`src/rtl/core_pkg.sv`:
```
// core_pkg: RV32I opcodes, instruction classes and immediate formats shared by decode/issue.
package core_pkg;
  localparam int RegAddrW = 5;
  localparam logic [6:0] OPC_LUI    = 7'b0110111;
  localparam logic [6:0] OPC_AUIPC  = 7'b0010111;
  localparam logic [6:0] OPC_JAL    = 7'b1101111;
  localparam logic [6:0] OPC_JALR   = 7'b1100111;
  localparam logic [6:0] OPC_BRANCH = 7'b1100011;
  localparam logic [6:0] OPC_LOAD   = 7'b0000011;
  localparam logic [6:0] OPC_STORE  = 7'b0100011;
  localparam logic [6:0] OPC_OPIMM  = 7'b0010011;
  localparam logic [6:0] OPC_OP     = 7'b0110011;
  typedef enum logic [3:0] {
    CLS_LUI, CLS_AUIPC, CLS_JAL, CLS_JALR, CLS_BRANCH,
    CLS_LOAD, CLS_STORE, CLS_OPIMM, CLS_OP, CLS_ILLEGAL
  } instr_class_t;
  typedef enum logic [2:0] {FMT_NONE, FMT_I, FMT_S, FMT_B, FMT_U, FMT_J} imm_fmt_t;
  function automatic instr_class_t classify(input logic [6:0] opc);
    return opc == OPC_LUI    ? CLS_LUI    :
           opc == OPC_AUIPC  ? CLS_AUIPC  :
           opc == OPC_JAL    ? CLS_JAL    :
           opc == OPC_JALR   ? CLS_JALR   :
           opc == OPC_BRANCH ? CLS_BRANCH :
           opc == OPC_LOAD   ? CLS_LOAD   :
           opc == OPC_STORE  ? CLS_STORE  :
           opc == OPC_OPIMM  ? CLS_OPIMM  :
           opc == OPC_OP     ? CLS_OP     : CLS_ILLEGAL;
  endfunction
  function automatic imm_fmt_t imm_format(input instr_class_t c);
    return c inside {CLS_JALR, CLS_LOAD, CLS_OPIMM} ? FMT_I :
           c == CLS_STORE                           ? FMT_S :
           c == CLS_BRANCH                          ? FMT_B :
           c inside {CLS_LUI, CLS_AUIPC}            ? FMT_U :
           c == CLS_JAL                             ? FMT_J : FMT_NONE;
  endfunction
endpackage

```
`src/rtl/imm_gen.sv`:
```
// imm_gen: decodes the immediate format of an RV32I instruction and sign-extends it to WordSize.
module imm_gen
  import core_pkg::*;
#(
  parameter int WordSize = 32
) (
  input  logic [31:0]         instr,
  output logic [WordSize-1:0] imm
);
  imm_fmt_t fmt;
  logic signed [31:0] raw;
  always_comb begin
    fmt = imm_format(classify(instr[6:0]));
    raw = fmt == FMT_I ? {{20{instr[31]}}, instr[31:20]} :
          fmt == FMT_S ? {{20{instr[31]}}, instr[31:25], instr[11:7]} :
          fmt == FMT_B ? {{19{instr[31]}}, instr[31], instr[7], instr[30:25], instr[11:8], 1'b0} :
          fmt == FMT_U ? {instr[31:12], 12'd0} :
          fmt == FMT_J ? {{11{instr[31]}}, instr[31], instr[19:12], instr[20], instr[30:21], 1'b0} : 32'sd0;
    imm = WordSize'(raw);
  end
endmodule

```
`src/rtl/decode_issue.sv`:
```
// decode_issue: RV32I decode/issue stage; drives RF read addresses, aligns 1-cycle RF data with
// decoded control, skids operands under backpressure and stalls on RAW/WAW via a busy scoreboard.
module decode_issue
  import core_pkg::*;
#(
  parameter int WordSize = 32
) (
  input  logic                clk,
  input  logic                nReset,
  input  logic                inValid,
  output logic                inReady,
  input  logic [31:0]         inInstr,
  input  logic [WordSize-1:0] inPc,
  output logic [4:0]          rfSrcA,
  output logic [4:0]          rfSrcB,
  input  logic [WordSize-1:0] rfDataA,
  input  logic [WordSize-1:0] rfDataB,
  output logic                outValid,
  input  logic                outReady,
  output logic [WordSize-1:0] outPc,
  output logic [WordSize-1:0] outRs1Data,
  output logic [WordSize-1:0] outRs2Data,
  output logic [WordSize-1:0] outImm,
  output logic [4:0]          outRd,
  output logic                outWriteRd,
  output logic [3:0]          outClass,
  output logic [2:0]          outFunct3,
  output logic                outFunct7b5,
  output logic                outIllegal,
  input  logic                wbValid,
  input  logic [4:0]          wbRd
);
  instr_class_t cls;
  logic [RegAddrW-1:0] rs1, rs2, rd;
  logic use_rs1, use_rs2, wr_rd, hazard, accept, hold;
  logic [31:1] busy, busy_n;
  logic [31:0] busy_v;
  logic [WordSize-1:0] imm, hold_a, hold_b;
  assign rs1 = inInstr[19:15];
  assign rs2 = inInstr[24:20];
  assign rd = inInstr[11:7];
  assign rfSrcA = rs1;
  assign rfSrcB = rs2;
  assign cls = classify(inInstr[6:0]);
  assign use_rs1 = cls inside {CLS_JALR, CLS_BRANCH, CLS_LOAD, CLS_STORE, CLS_OPIMM, CLS_OP};
  assign use_rs2 = cls inside {CLS_BRANCH, CLS_STORE, CLS_OP};
  assign wr_rd = cls inside {CLS_LUI, CLS_AUIPC, CLS_JAL, CLS_JALR, CLS_LOAD, CLS_OPIMM, CLS_OP}
                 && rd != '0;
  assign busy_v = {busy, 1'b0};
  assign hazard = (use_rs1 && busy_v[rs1]) || (use_rs2 && busy_v[rs2]) || (wr_rd && busy_v[rd]);
  assign inReady = !hazard && (!outValid || outReady);
  assign accept = inValid && inReady;
  // RF data is only aligned in the first output cycle; afterwards the skid copy is authoritative
  assign outRs1Data = hold ? hold_a : outValid ? rfDataA : '0;
  assign outRs2Data = hold ? hold_b : outValid ? rfDataB : '0;
  imm_gen #(.WordSize(WordSize)) u_imm (.instr(inInstr), .imm(imm));
  // a set on the same edge as a writeback clear wins
  always_comb
    for (int i = 1; i < 32; i++)
      busy_n[i] = (accept && wr_rd && rd == 5'(i)) || (busy[i] && !(wbValid && wbRd == 5'(i)));
  always_ff @(posedge clk or negedge nReset)
    if (!nReset) begin
      busy <= '0;
      outValid <= 1'b0;
      hold <= 1'b0;
      hold_a <= '0;
      hold_b <= '0;
      outPc <= '0;
      outImm <= '0;
      outRd <= '0;
      outWriteRd <= 1'b0;
      outClass <= '0;
      outFunct3 <= '0;
      outFunct7b5 <= 1'b0;
      outIllegal <= 1'b0;
    end else begin
      busy <= busy_n;
      if (accept) begin
        outValid <= 1'b1;
        hold <= 1'b0;
        outPc <= inPc;
        outImm <= imm;
        outRd <= rd;
        outWriteRd <= wr_rd;
        outClass <= cls;
        outFunct3 <= inInstr[14:12];
        outFunct7b5 <= inInstr[30];
        outIllegal <= cls == CLS_ILLEGAL;
      end else if (outValid && outReady) begin
        outValid <= 1'b0;
        hold <= 1'b0;
      end else if (outValid && !hold) begin
        hold <= 1'b1;
        hold_a <= rfDataA;
        hold_b <= rfDataB;
      end
    end
endmodule
```
`config.mk`:
```
export PLATFORM = sky130hd
export DESIGN_NAME = decode_issue
export DESIGN_NICKNAME = d
export VERILOG_FILES = /design/src/rtl/core_pkg.sv /design/src/rtl/imm_gen.sv /design/src/rtl/decode_issue.sv
export SDC_FILE = /design/constraint.sdc
export NUM_CORES = 1
export LEC_CHECK = 0
export ABC_AREA = 1
export CORE_AREA = 5 5 156 158
export CTS_CLUSTER_DIAMETER = 100
export DETAILED_ROUTE_END_ITERATION = 8
export DIE_AREA = 0 0 161 163
export GPL_ROUTABILITY_DRIVEN = 1
export PLACE_DENSITY = 0.88
export RECOVER_POWER = 50
export SLEW_MARGIN = 20
export SYNTH_ARGS = -nofsm -noshare
export SYNTH_HDL_FRONTEND = slang
export SYNTH_SLANG_ARGS = --single-unit
```
`constraint.sdc`:
```
create_clock -name clk -period 2.17 [get_ports clk]
set_clock_uncertainty 0.1 [all_clocks]
set_input_delay 0.434 -clock clk [delete_from_list [all_inputs] [get_ports clk]]
set_output_delay 0.434 -clock clk [all_outputs]
set_load 0.005 [all_outputs]
```
# [After elaboration in Yosys (flattened, before gate mapping)]
# Index checks and enable logic that the tools add are counted.
[word_totals] rom_bits=0 n_memories=0 inputBits=138 output_inout_bits=155 ff_bits=176 latch_bits=0 ramBits=0 wordCells=317
[op_classes] n_mul=0 add_sub_neg=0 muxes=34 order_cmp=3 shifts=0 reduce_logical=180 div_mod_pow=0 bitwise=2 n_eq_ne=85
[ops] operator="32-bit two-way mux" count=9
[ops] operator="5-bit == test, second input constant" count=32
[ops] operator="1-bit logical AND" count=102
[ops] operator="5-bit by 4-bit == test with 1-bit output, second input constant" count=16
[ops] operator="5-bit by 3-bit == test with 1-bit output, second input constant" count=8
[ops] operator="1-bit zero test" count=34
[ops] operator="1-bit logical OR" count=34
[ops] operator="4-bit two-way mux" count=8
[ops] operator="7-bit by 6-bit == test with 1-bit output, second input constant" count=3
[ops] operator="7-bit == test, second input constant" count=3
[ops] operator="5-bit by 2-bit == test with 1-bit output, second input constant" count=4
[ops] operator="5-bit by 6-bit less-than comparator with 1-bit output, second input constant" count=3
[ops] operator="4-bit by 3-bit == test with 1-bit output, second input constant" count=4
[ops] operator="1-bit binary-select mux with 5-bit select" count=3
[ops] operator="3-bit two-way mux" count=5
[ops] operator="7-bit by 5-bit == test with 1-bit output, second input constant" count=2
[ops] operator="5-bit by 1-bit == test with 1-bit output, second input constant" count=2
[ops] operator="1-bit two-way mux" count=9
[ops] operator="3-bit nonzero test" count=3
[ops] operator="4-bit by 2-bit == test with 1-bit output, second input constant" count=2
[ops] operator="4-bit == test, second input constant" count=2
[ops] operator="7-bit by 2-bit == test with 1-bit output, second input constant" count=1
[ops] operator="7-bit nonzero test" count=1
[ops] operator="3-bit by 2-bit == test with 1-bit output, second input constant" count=2
[ops] operator="9 further kinds" count=12

# [Longest topological paths before layout]
# Gate-level depths: netlist of the first run.
[depth] ltp_word=22 mapped_depth=18 mapped_depth_nobuf=16

# [By module]
# From an unflattened synthesis of the first run, not the netlist that was laid out.
[hier_totals] cells_unflattened=1412 hier_area_um2=9965.8
[by_module_without_submodules] mod="decode_issue" area_each_um2=9161.3 seq_area_each_um2=4404.2 cells_each=1247 instances=1
[by_module_without_submodules] mod="imm_gen" area_each_um2=804.5 seq_area_each_um2=0.0 cells_each=165 instances=1

# [Least setup slack after synthesis of the first run]
# Ideal clock, no wire load.
[synth_path] path_kind="in2out" startpoint="input port inInstr[15]" endpoint="output port inReady" arrival_time_ns=1.690 n_path_buf=4 stages=13 t_required_ns=1.636 slack_ns=-0.054 cell_sequence="buf_4 buf_2 nand2_1 nand3_1 nand3_1 nand3_1 nand3_1 nand2_1 nand2_1 nand2_1 nor2_4 buf_6 buf_6"
[synth_between] elab_chain_cells=7
[synth_lines] element="start: declaration" line_no="decode_issue.sv:12" source="input logic [31:0] inInstr,"
[synth_lines] element="1-bit binary-select mux with 5-bit select" line_no="decode_issue.sv:50" source="assign hazard = (use_rs1 && busy_v[rs1]) || (use_rs2 && busy_v[rs2]) || (wr_rd && busy_v[rd]);"
[synth_lines] element="1-bit two-way mux (implied by the code)" line_no="decode_issue.sv:50"
[synth_lines] element="1-bit logical AND" line_no="decode_issue.sv:50"
[synth_lines] element="1-bit logical OR (2 in a row)" line_no="decode_issue.sv:50"
[synth_lines] element="1-bit zero test" line_no="decode_issue.sv:51" source="assign inReady = !hazard && (!outValid || outReady);"
[synth_lines] element="1-bit logical AND" line_no="decode_issue.sv:51"
[synth_lines] element="end: declaration" line_no="decode_issue.sv:11" source="output logic inReady,"
# No other way between the ends. The select of a mux whose other input is x is not followed.

# [Worst setup path after layout of the first run]
[layout_path] startpoint="register busy[30] in the netlist's numbering" endpoint="output port inReady"
[layout_between] elab_chain_cells=7 elab_cells_between_ends=13 cone_classes="6 x mux; 7 x reduce/logical"
[layout_lines] element="start: declaration" line_no="decode_issue.sv:36" source="logic [31:1] busy, busy_n;"
[layout_lines] element="start signal: assignment" line_no="decode_issue.sv:77" source="busy <= busy_n;"
[layout_lines] element="1-bit binary-select mux with 5-bit select" line_no="decode_issue.sv:50"
[layout_lines] element="1-bit two-way mux (implied by the code)" line_no="decode_issue.sv:50"
[layout_lines] element="1-bit logical AND" line_no="decode_issue.sv:50"
[layout_lines] element="1-bit logical OR" line_no="decode_issue.sv:50"
[layout_lines] element="1-bit logical OR *" line_no="decode_issue.sv:50"
[layout_lines] element="1-bit zero test *" line_no="decode_issue.sv:51"
[layout_lines] element="1-bit logical AND *" line_no="decode_issue.sv:51"
# Mark *: on every way between the ends. The rest lies on a longest branch, timed or not. The select of a mux whose other input is x is not followed.

==> results.yml, run 1 <==
run_status:
  status: "finished, violations left"
  violations: "capacitance limit, slew limit, setup timing"
timing:
  relSlewSlack: -0.0587
  setup_violations: 67
  fmax_ghz: 0.422
  period_needed_ps: 2370
  setup_slack_ps: -199
  setup_tns_ps: -4030
  slew_viol_final: 18
  period_share: 1.09
  rsz0062_at_grt: "true"
  worstMarginPinSlew_ps: 1590
  hold_viol: 0
  hold_ws_ps: 351
layout:
  drive_gt1_frac: 0.213
  instances_no_fill: 2029
  area_delta_synth_final_pct: 53.5
  multi_input_area_sq_um: 4500
  fillers: 1880
  ff_latch_area_sq_um: 4430
  fin_nets: 1863
  fin_area_sq_um: 14700
clock_network:
  clkSinkCount: 176
  cts_tree: "done"
  numCtsBuffers: 17
  max-clock-path-buffers: 2
  clock_latency_ps: 440
  h-tree-depth: 4
  clk_pin_slew_ps: 70
  cts_root_buf: "clkbuf_16"
drt:
  drtIter0Drc: 1374
  drtAntennaViolNets: 0
  num_vias: 11100
  remaining_drc_errors: 0
  totalWireLength_um: 38300
  via_per_inst: 5.46
  post_drt_wl_per_cell_um: 18.9
  drtPass1Iterations: 6
logic_synthesis:
  synth_area_sq_um: 9570
  synth-xor-area-share: 0
  synth_flop_cell: "dfrtp_1"
  synth_cells: 1348
  async_reset_ff_frac: 1.00
  synth_top_area_cell: "dfrtp_1"
  syn_area_per_cell_sq_um: 7.10
  synth-compound-area-share: 0.113
  synth-seq-cells: 176
  synth_top_family_by_area: "simple AND/OR/NAND/NOR gates"
  syn_nets: 1486
  yosys.area_share.adder: 0
  synth.area.mux_share: 0
  yosysWarningCount: 0
  synth_edf_count: 0
  ys_seq_area_frac: 0.460
  post_synth_num_cell_types: 32
  synth-simple-area-share: 0.324
  synth_top_area_share: 0.460
  synthTopCellsByArea: "dfrtp_1 (46%), nand2_1 (20%), o21ai_0 (9.2%)"
pwr:
  clockPowerShare: 0.295
  swShare: 0.333
  power_frac_comb: 0.305
  p_seq_frac: 0.401
  powerDensity_nw_per_um2: 705
  p_sw_mw: 3.45
  max-vdd-ir-drop_mv: 0.501
  intPower_mw: 6.90
  leakagePower_nw: 7.39
critical_path:
  crit_required_ps: 1640
  cpMaxStageDelayCell: "dfrtp_2"
  crit_path_start: "busy[30]"
  rrSetupSlack_ps: 0
  slowest_delay_ps: 470
  cp-start-kind: "flop"
  r2r_end: "outImm[9]"
  critPathTopFamily: "simple AND/OR/NAND/NOR gates"
  crit_path_end_kind: "output pin"
  crit_chain: "nand2_1, nand3_1, nand3_1, nand3_1, nand3_1, nand2_1, nand2_1, nand2_2, nor2_4, buf_2"
  cp_max_fo: 4
  worst-setup-path-type: "flop to output pin"
  ff2ff_path_depth: 14
  r2r-start: "busy[30]"
  crit_top_cell: "nand3_1"
  cp.arrival_ps: 1830
  timing.critical_path.buf_inv: 1
die:
  dieArea_sq_um: 26200
  rows: 56
  num_io_pins: 293
  start_util: 0.416
  core_sq_um: 23000
  die_w_um: 161
  die_y_um: 163
job:
  cap_violations: 1
placed_design:
  numPortBuffers: 292
  gp_congestion: 0.957
  placed_cells: 1961
  post_dp_cell_area_sq_um: 13500
  place_hpwl_um: 25000
global_routing:
  grt_max_degree: 66
  grtUsageTotal: 0.278
  antenna_found_initial: 1
  grt_pass1_wl_um: 58000
  overflow: 0
  grt_pass1_vias: 10700
worst_hold_path:
  min_path_type: "primary input to flop"
  hp-start: "inInstr[8]"
  min_to: "outRd[1]"
  min_path_cells: 3
## flip-flops by register name (all words and copies together), names as in the netlist
signal       flops
hold_a          32
hold_b          32
outImm          32
outPc           32
busy            31
outRd            5
outClass         4
outFunct3        3
hold             1
outFunct7b5      1
outIllegal       1
outValid         1
outWriteRd       1
## metrics by stage
step,total power [mW],worst slack (ps),util
after floorplan,5.31,5.87,-
after global placement,6.96,-839,0.587
after detailed placement,7.09,-856,0.587
after CTS,10.3,-167,0.642
after global routing,10.9,-331,0.639
final,10.4,-199,0.639
## worst reg2reg max path: stages (launching register included)
cell     delay [ps]
dfrtp_2         470
nand2_1         100
nand3_1          70
nand3_1          70
nand3_1          90
nand3_1         100
nand2_1          70
nand2_1          70
nand2_2          80
nor2_4          150
buf_6           180
nand2_8         140
buf_12          210
nand2_1          90
nand2_1          70
## kinds of logic (layout without fill, tap and decap cells)
logic type | count (synthesis) | in the layout
AOI/OAI and AO/OA | 212 | 212
buffers and inverters | 216 | 606
DFF | 176 | 176
other | 0 | 1
and+or+nand+nor | 744 | 744
## area by class of cell
cell class                 instances  share of cell area
antenna                            1            0.000170
clock buffer                      18              0.0292
clock inverter                    14              0.0104
inverter                         127              0.0336
multi-input combinational        956               0.307
sequential                       176               0.302
tap                              290              0.0247
timing repair buffer             447               0.294
## power groups by stage
stage / sequential [mW] / clock, mW / combinational (mW)
6_report: 4.15 / 3.05 / 3.15
5_1_grt: 4.21 / 3.24 / 3.43
4_1_cts: 4.13 / 3.09 / 3.09
3_5_place_dp: 4.19 / 0 / 2.90
3_3_place_gp: 4.15 / 0 / 2.81
2_1_floorplan: 4.12 / 0 / 1.19
## Yosys cell counts, types with 2 or more instances
cell and instances:
inv_1 118, buf_2 13, o21ai_1 15, buf_1 3, nand3_1 143, nor2_1 55
nor3_1 2, clkbuf_1 42, o21ai_0 175, o22ai_1 5, dfrtp_1 176, a31oi_1 2
buf_6 12, nor3_2 2, inv_2 8, buf_4 18, a21oi_1 10, nor2_2 4
nand2_1 506, nand4_1 27
## cell usage in the layout (no fill, tap or decap), drive strengths merged
| cell type | synthesis | routed |
|---|---|---|
| nand2 | 507 | 507 |
| clkinvlp | 0 | 6 |
| diode | 0 | 1 |
| or2 | 1 | 1 |
| o311ai | 1 | 1 |
| nor2 | 60 | 60 |
| inv | 126 | 129 |
| clkdlybuf4s15 | 0 | 3 |
| dlygate4sd2 | 0 | 16 |
| dfrtp | 176 | 176 |
| nand3 | 143 | 143 |
| o22ai | 5 | 5 |
| buf | 46 | 182 |
| nand4 | 27 | 27 |
| and2 | 1 | 1 |
| a31oi | 2 | 2 |
| a21o | 1 | 1 |
| dlygate4sd3 | 0 | 1 |
| nor3 | 5 | 5 |
| o211ai | 1 | 1 |
| clkbuf | 43 | 57 |
| clkinv | 1 | 6 |
| o21bai | 1 | 1 |
| clkdlybuf4s50 | 0 | 205 |
| bufbuf | 0 | 1 |
| o21ai | 191 | 191 |
| a21oi | 10 | 10 |
## routing by layer
metal	up-vias	wire length, um	GRT usage
li1	5073	-	-
met1	5169	14400	0.346
met2	682	18800	0.474
met3	159	3120	0.0463
met4	0	2020	0.130
met5	-	0	0
## worst max path at each step
stage	cells past startpoint	slack, ps	to
final	10	-200	inReady
after detailed placement	12	-860	inReady
after CTS	10	-170	inReady
after floorplan	15	6	inReady
after global routing	14	-330	inReady
after global placement	12	-840	inReady
## what timing repair did
item / in CTS / in global routing
resized for setup: 335 / 125
pin swaps: 53 / 1
endpoints found under the setup margin: 179 / 163
hold buffers: 1 / 0
setup buffers: 24 / 2
gates cloned: 10 / 6
endpoints found under the hold margin: 16 / 0
No activity file was read; power rests on OpenSTA's default activity.
==> run 2, diff against run 1 <==
--- a/config.mk
+++ b/config.mk
@@ -11,6 +11,7 @@
 export DETAILED_ROUTE_END_ITERATION = 8
 export DIE_AREA = 0 0 161 163
 export GPL_ROUTABILITY_DRIVEN = 1
+export GPL_TIMING_DRIVEN = 0
 export PLACE_DENSITY = 0.88
 export RECOVER_POWER = 50
 export SLEW_MARGIN = 20
==> results.yml, run 2 (synthesis results as in run 1) <==
job:
  cap_violations: 0
critical_path:
  cp_max_fo: 8
  crit_required_ps: 1640
  cp.arrival_ps: 2070
  rrSetupSlack_ps: -70
  cp-start-kind: "primary input"
  crit_path_end_kind: "output pin"
  worst-setup-path-type: "primary input to output pin"
global_routing:
  grt_max_degree: 65
  overflow: 0
  grt_pass1_wl_um: 54000
  grt_pass1_vias: 10400
  antenna_found_initial: 2
  grtUsageTotal: 0.255
timing:
  relSlewSlack: 0.109
  rsz0062_at_grt: "true"
  worstMarginPinSlew_ps: 1340
  hold_viol: 0
  fmax_ghz: 0.384
  period_needed_ps: 2600
  setup_tns_ps: -3810
  setup_violations: 105
  setup_slack_ps: -433
  slew_viol_final: 0
  period_share: 1.20
clock_network:
  clock_latency_ps: 430
  numCtsBuffers: 17
  cts_root_buf: "clkbuf_16"
  cts_tree: "done"
  max-clock-path-buffers: 2
  clk_pin_slew_ps: 70
  clkSinkCount: 176
  h-tree-depth: 4
layout:
  final_common_cell: "nand2_1"
  fin_nets: 1819
  final_cell_mix: "nand2_1 (493), clkdlybuf4s50_1 (198), dfrtp_1 (175)"
  area_delta_synth_final_pct: 45.0
  drive_gt1_frac: 0.124
  instances_no_fill: 1985
  fillers: 1942
placed_design:
  gp_congestion: 0.983
  numPortBuffers: 286
  place_hpwl_um: 25600
  placed_cells: 1926
pwr:
  clockPowerShare: 0.305
  p_sw_mw: 3.33
  leakagePower_nw: 6.93
  swShare: 0.330
  power_frac_comb: 0.286
  p_seq_frac: 0.408
  intPower_mw: 6.77
  powerDensity_nw_per_um2: 728
  max-vdd-ir-drop_mv: 0.456
die:
  die_w_um: 161
  num_io_pins: 293
  core_sq_um: 23000
  dieArea_sq_um: 26200
  die_y_um: 163
  rows: 56
  start_util: 0.416
drt:
  totalWireLength_um: 34900
  drtAntennaViolNets: 0
  via_per_inst: 5.47
  num_vias: 10900
  drtIter0Drc: 1210
  remaining_drc_errors: 0
  post_drt_wl_per_cell_um: 17.6
  drtPass1Iterations: 8
run_status:
  status: "finished, violations left"
  violations: "setup timing"
worst_hold_path:
  min_path_type: "primary input to flop"
==> run 2: changes by cell type in the layout (fill, tap and decap cells not counted), moves of 23 or more <==
cell,delta
buf_4,-72
clkbuf_1,+25
clkdlybuf4s15_1,+23
nand3_1,+25
nand3_2,-23
o21ai_0,+24
==> run 2: metrics by stage <==
step / total power, mW / instance area, sq um / hold slack, ps / utilization / setup WS [ps]
floorplan: 5.31 / 9620 / 38.4 / - / 5.87
global placement: 6.87 / 12800 / 353 / 0.559 / -6660
detailed placement: 6.99 / 12900 / 272 / 0.562 / -1350
CTS: 10.1 / 13800 / 333 / 0.603 / -350
global route: 10.6 / 13900 / 359 / 0.604 / -542
finish: 10.1 / 13900 / 353 / 0.604 / -433
==> run 2: repair_timing <==
item,4_1_cts,5_1_grt
gates resized for setup,272,74
endpoints found under the hold margin,50,0
setup buffers,17,8
endpoints found under the setup margin,181,166
pin swaps,15,9
hold buffers,1,0
gates cloned,0,2
==> run 2: cell type report <==
class / count / area [sq um] / share of cell area
clock buffer: 17 / 425 / 0.0307
multi-input combinational: 957 / 4310 / 0.311
tap: 290 / 363 / 0.0261
timing repair buffer: 314 / 2970 / 0.214
buffer: 88 / 743 / 0.0536
sequential: 176 / 4410 / 0.317
inverter: 127 / 492 / 0.0354
clock inverter: 15 / 165 / 0.0119
antenna: 1 / 2.50 / 0.000180
==> run 2: power groups by stage <==
stage / Clock [mW] / Combinational, mW / Sequential (mW)
2_1_floorplan: 0 / 1.19 / 4.12
3_3_place_gp: 0 / 2.72 / 4.15
3_5_place_dp: 0 / 2.81 / 4.18
4_1_cts: 3.12 / 2.85 / 4.12
5_1_grt: 3.26 / 3.15 / 4.19
6_report: 3.08 / 2.89 / 4.13
==> run 2: metal layers <==
metal	vias to the layer above	share of wire	global-route usage
li1	4982	-	-
met1	5025	0.37	0.311
met2	688	0.48	0.435
met3	165	0.094	0.0524
met4	2	0.054	0.122
met5	-	0.00020	0
==> run 2: worst paths after layout <==
check | start | to | cells past startpoint
worst max register to register | busy[29] | outPc[7] | 15
worst min register to register | outPc[7] | outPc[7] | 2
min in group asynchronous | nReset | outPc[31] | 2
max in group asynchronous | nReset | hold_b[20] | 4
worst max-delay path | inInstr[17] | inReady | 13
worst min-delay path | inInstr[7] | outRd[0] | 4
==> run 2: worst max-delay path, cell delays in order <==
cell           delay, ps
dlygate4sd2_1        430
inv_2                150
nand3_1              120
nand3_1               70
nand3_1              100
nand3_1               90
nand2_1              110
nand2_1               70
nand2_2               90
nor2_4                40
buf_8                120
buf_8                120
buf_6                100
==> run 3, diff against run 2 <==
--- a/config.mk
+++ b/config.mk
@@ -6,15 +6,13 @@
 export NUM_CORES = 1
 export LEC_CHECK = 0
 export ABC_AREA = 1
-export CORE_AREA = 5 5 156 158
-export CTS_CLUSTER_DIAMETER = 100
+export CORE_AREA = 2 2 153 155
 export DETAILED_ROUTE_END_ITERATION = 8
-export DIE_AREA = 0 0 161 163
+export DIE_AREA = 0 0 155 157
 export GPL_ROUTABILITY_DRIVEN = 1
 export GPL_TIMING_DRIVEN = 0
 export PLACE_DENSITY = 0.88
 export RECOVER_POWER = 50
-export SLEW_MARGIN = 20
 export SYNTH_ARGS = -nofsm -noshare
 export SYNTH_HDL_FRONTEND = slang
 export SYNTH_SLANG_ARGS = --single-unit
==> results.yml, run 3 (synthesis results as in run 1) <==
run_status:
  status: "finished, violations left"
  violations: "setup timing"
layout:
  instances_no_fill: 2001
  area_delta_synth_final_pct: 49.3
  final_common_cell: "nand2_1"
  final_cell_mix: "nand2_1 (494), clkdlybuf4s50_1 (200), dfrtp_1 (167)"
  final_util: 0.635
  fin_area_sq_um: 14300
  fillers: 1830
  fin_nets: 1839
  drive_gt1_frac: 0.153
global_routing:
  overflow: 0
  grt_max_degree: 94
  antenna_found_initial: 1
  grt_pass1_wl_um: 53300
  grtUsageTotal: 0.278
  grt_pass1_vias: 10200
die:
  num_io_pins: 293
  die_y_um: 157
  core_sq_um: 22500
  start_util: 0.425
  die_w_um: 155
  rows: 55
  dieArea_sq_um: 24300
timing:
  worstMarginPinSlew_ps: 1360
  period_needed_ps: 2620
  relSlewSlack: 0.0915
  rsz0062_at_grt: "true"
  period_share: 1.21
  setup_slack_ps: -451
  setup_violations: 129
  slew_viol_final: 0
  hold_viol: 0
  fmax_ghz: 0.382
  setup_tns_ps: -33680
clock_network:
  clock_latency_ps: 440
  numCtsBuffers: 17
  clk_pin_slew_ps: 80
  cts_root_buf: "clkbuf_16"
  clkSinkCount: 176
  cts_tree: "done"
  h-tree-depth: 4
  max-clock-path-buffers: 2
drt:
  num_vias: 11000
  via_per_inst: 5.51
  drtAntennaViolNets: 0
  totalWireLength_um: 36300
  remaining_drc_errors: 0
  post_drt_wl_per_cell_um: 18.2
  drtIter0Drc: 1085
  drtPass1Iterations: 6
placed_design:
  post_dp_cell_area_sq_um: 12900
  placed_cells: 1920
  place_hpwl_um: 25400
  numPortBuffers: 286
  gp_congestion: 0.988
pwr:
  intPower_mw: 6.93
  p_seq_frac: 0.400
  clockPowerShare: 0.297
  swShare: 0.329
  powerDensity_nw_per_um2: 723
  power_frac_comb: 0.303
  p_sw_mw: 3.40
  max-vdd-ir-drop_mv: 0.487
  leakagePower_nw: 7.18
critical_path:
  timing.critical_path.buf_inv: 8
  cp.arrival_ps: 2850
  crit_required_ps: 2400
  crit_top_cell: "nand2_1"
  crit_path_end_kind: "flop"
  cp-start-kind: "flop"
  cp_max_fo: 8
  slowest_delay_ps: 430
  worst-setup-path-type: "flop to flop"
  critPathTopFamily: "simple AND/OR/NAND/NOR gates"
  cpMaxStageDelayCell: "dfrtp_2"
  crit_chain: "buf_4, nand2_1, nand3_1, nand3_1, nand3_1, nand2_1, nand2_1, nand3_1, nand2_2, nor2_4, buf_4, buf_6, buf_6, buf_6, buf_6, buf_8, nand2_8, buf_8, nand2_1, nand2_1"
job:
  cap_violations: 0
worst_hold_path:
  min_path_type: "primary input to flop"
-- run 3: worst reg2reg max path, stage by stage, from the launching register on --
cell and delay, ps:
dfrtp_2 430, buf_4 140, nand2_1 60, nand3_1 60, nand3_1 80, nand3_1 110
nand2_1 100, nand2_1 50, nand3_1 80, nand2_2 70, nor2_4 130, buf_4 130
buf_6 80, buf_6 80, buf_6 80, buf_6 90, buf_8 130, nand2_8 130
buf_8 190, nand2_1 90, nand2_1 80
-- run 3: area by class of cell --
cell class                 instances  area (sq um)  share of cell area
antenna                            2          5.00            0.000350
tap                              285           357              0.0249
sequential                       176          4420               0.309
timing repair buffer             334          3250               0.227
clock buffer                      18           429              0.0300
inverter                         127           494              0.0346
multi-input combinational        957          4360               0.305
clock inverter                    14           160              0.0112
buffer                            88           826              0.0578
-- run 3: power groups by stage --
stage / combinational, mW / sequential, mW / clock (mW)
2_1_floorplan: 1.19 / 4.12 / 0
3_5_place_dp: 2.80 / 4.18 / 0
3_3_place_gp: 2.73 / 4.15 / 0
5_1_grt: 3.41 / 4.20 / 3.26
6_report: 3.13 / 4.13 / 3.07
4_1_cts: 2.82 / 4.12 / 3.12
-- run 3: path summary, 6_finish.rpt --
check	startpoint	to	slack (ps)	cells past startpoint
setup / recovery	busy[28]	outImm[23]	-450	20
max in group asynchronous	nReset	hold_a[7]	100	3
hold reg to reg	outPc[31]	outPc[31]	370	2
setup reg to reg	busy[28]	outImm[23]	-450	20
hold / removal	inInstr[7]	outRd[0]	360	4
min in group asynchronous	nReset	busy[26]	750	2
-- run 3: what timing repair did --
item / 4_1_cts / 5_1_grt
gates resized for setup: 309 / 138
cloned: 1 / 13
buffers inserted: 15 / 18
pin swaps: 13 / 12
hold buffers: 1 / 0
endpoints found under the setup margin: 181 / 171
hold endpoints to repair: 92 / 0
-- run 3: per-stage QoR --
step           setup slack (ps)  hold WS, ps  power [mW]
2_1_floorplan              5.87         38.4        5.31
3_3_place_gp              -6670          355        6.88
3_5_place_dp              -1390          358        6.98
4_1_cts                    -416          334        10.1
5_1_grt                    -564          333        10.9
6_report                   -451          355        10.3
-- run 3: layer usage --
layer	routed length [um]	global-route usage	vias to the layer above	part of all wire
li1	-	-	5031	-
met1	13500	0.336	5234	0.37
met2	17800	0.477	642	0.49
met3	3330	0.0540	122	0.092
met4	1720	0.132	0	0.047
met5	0	0	-	0
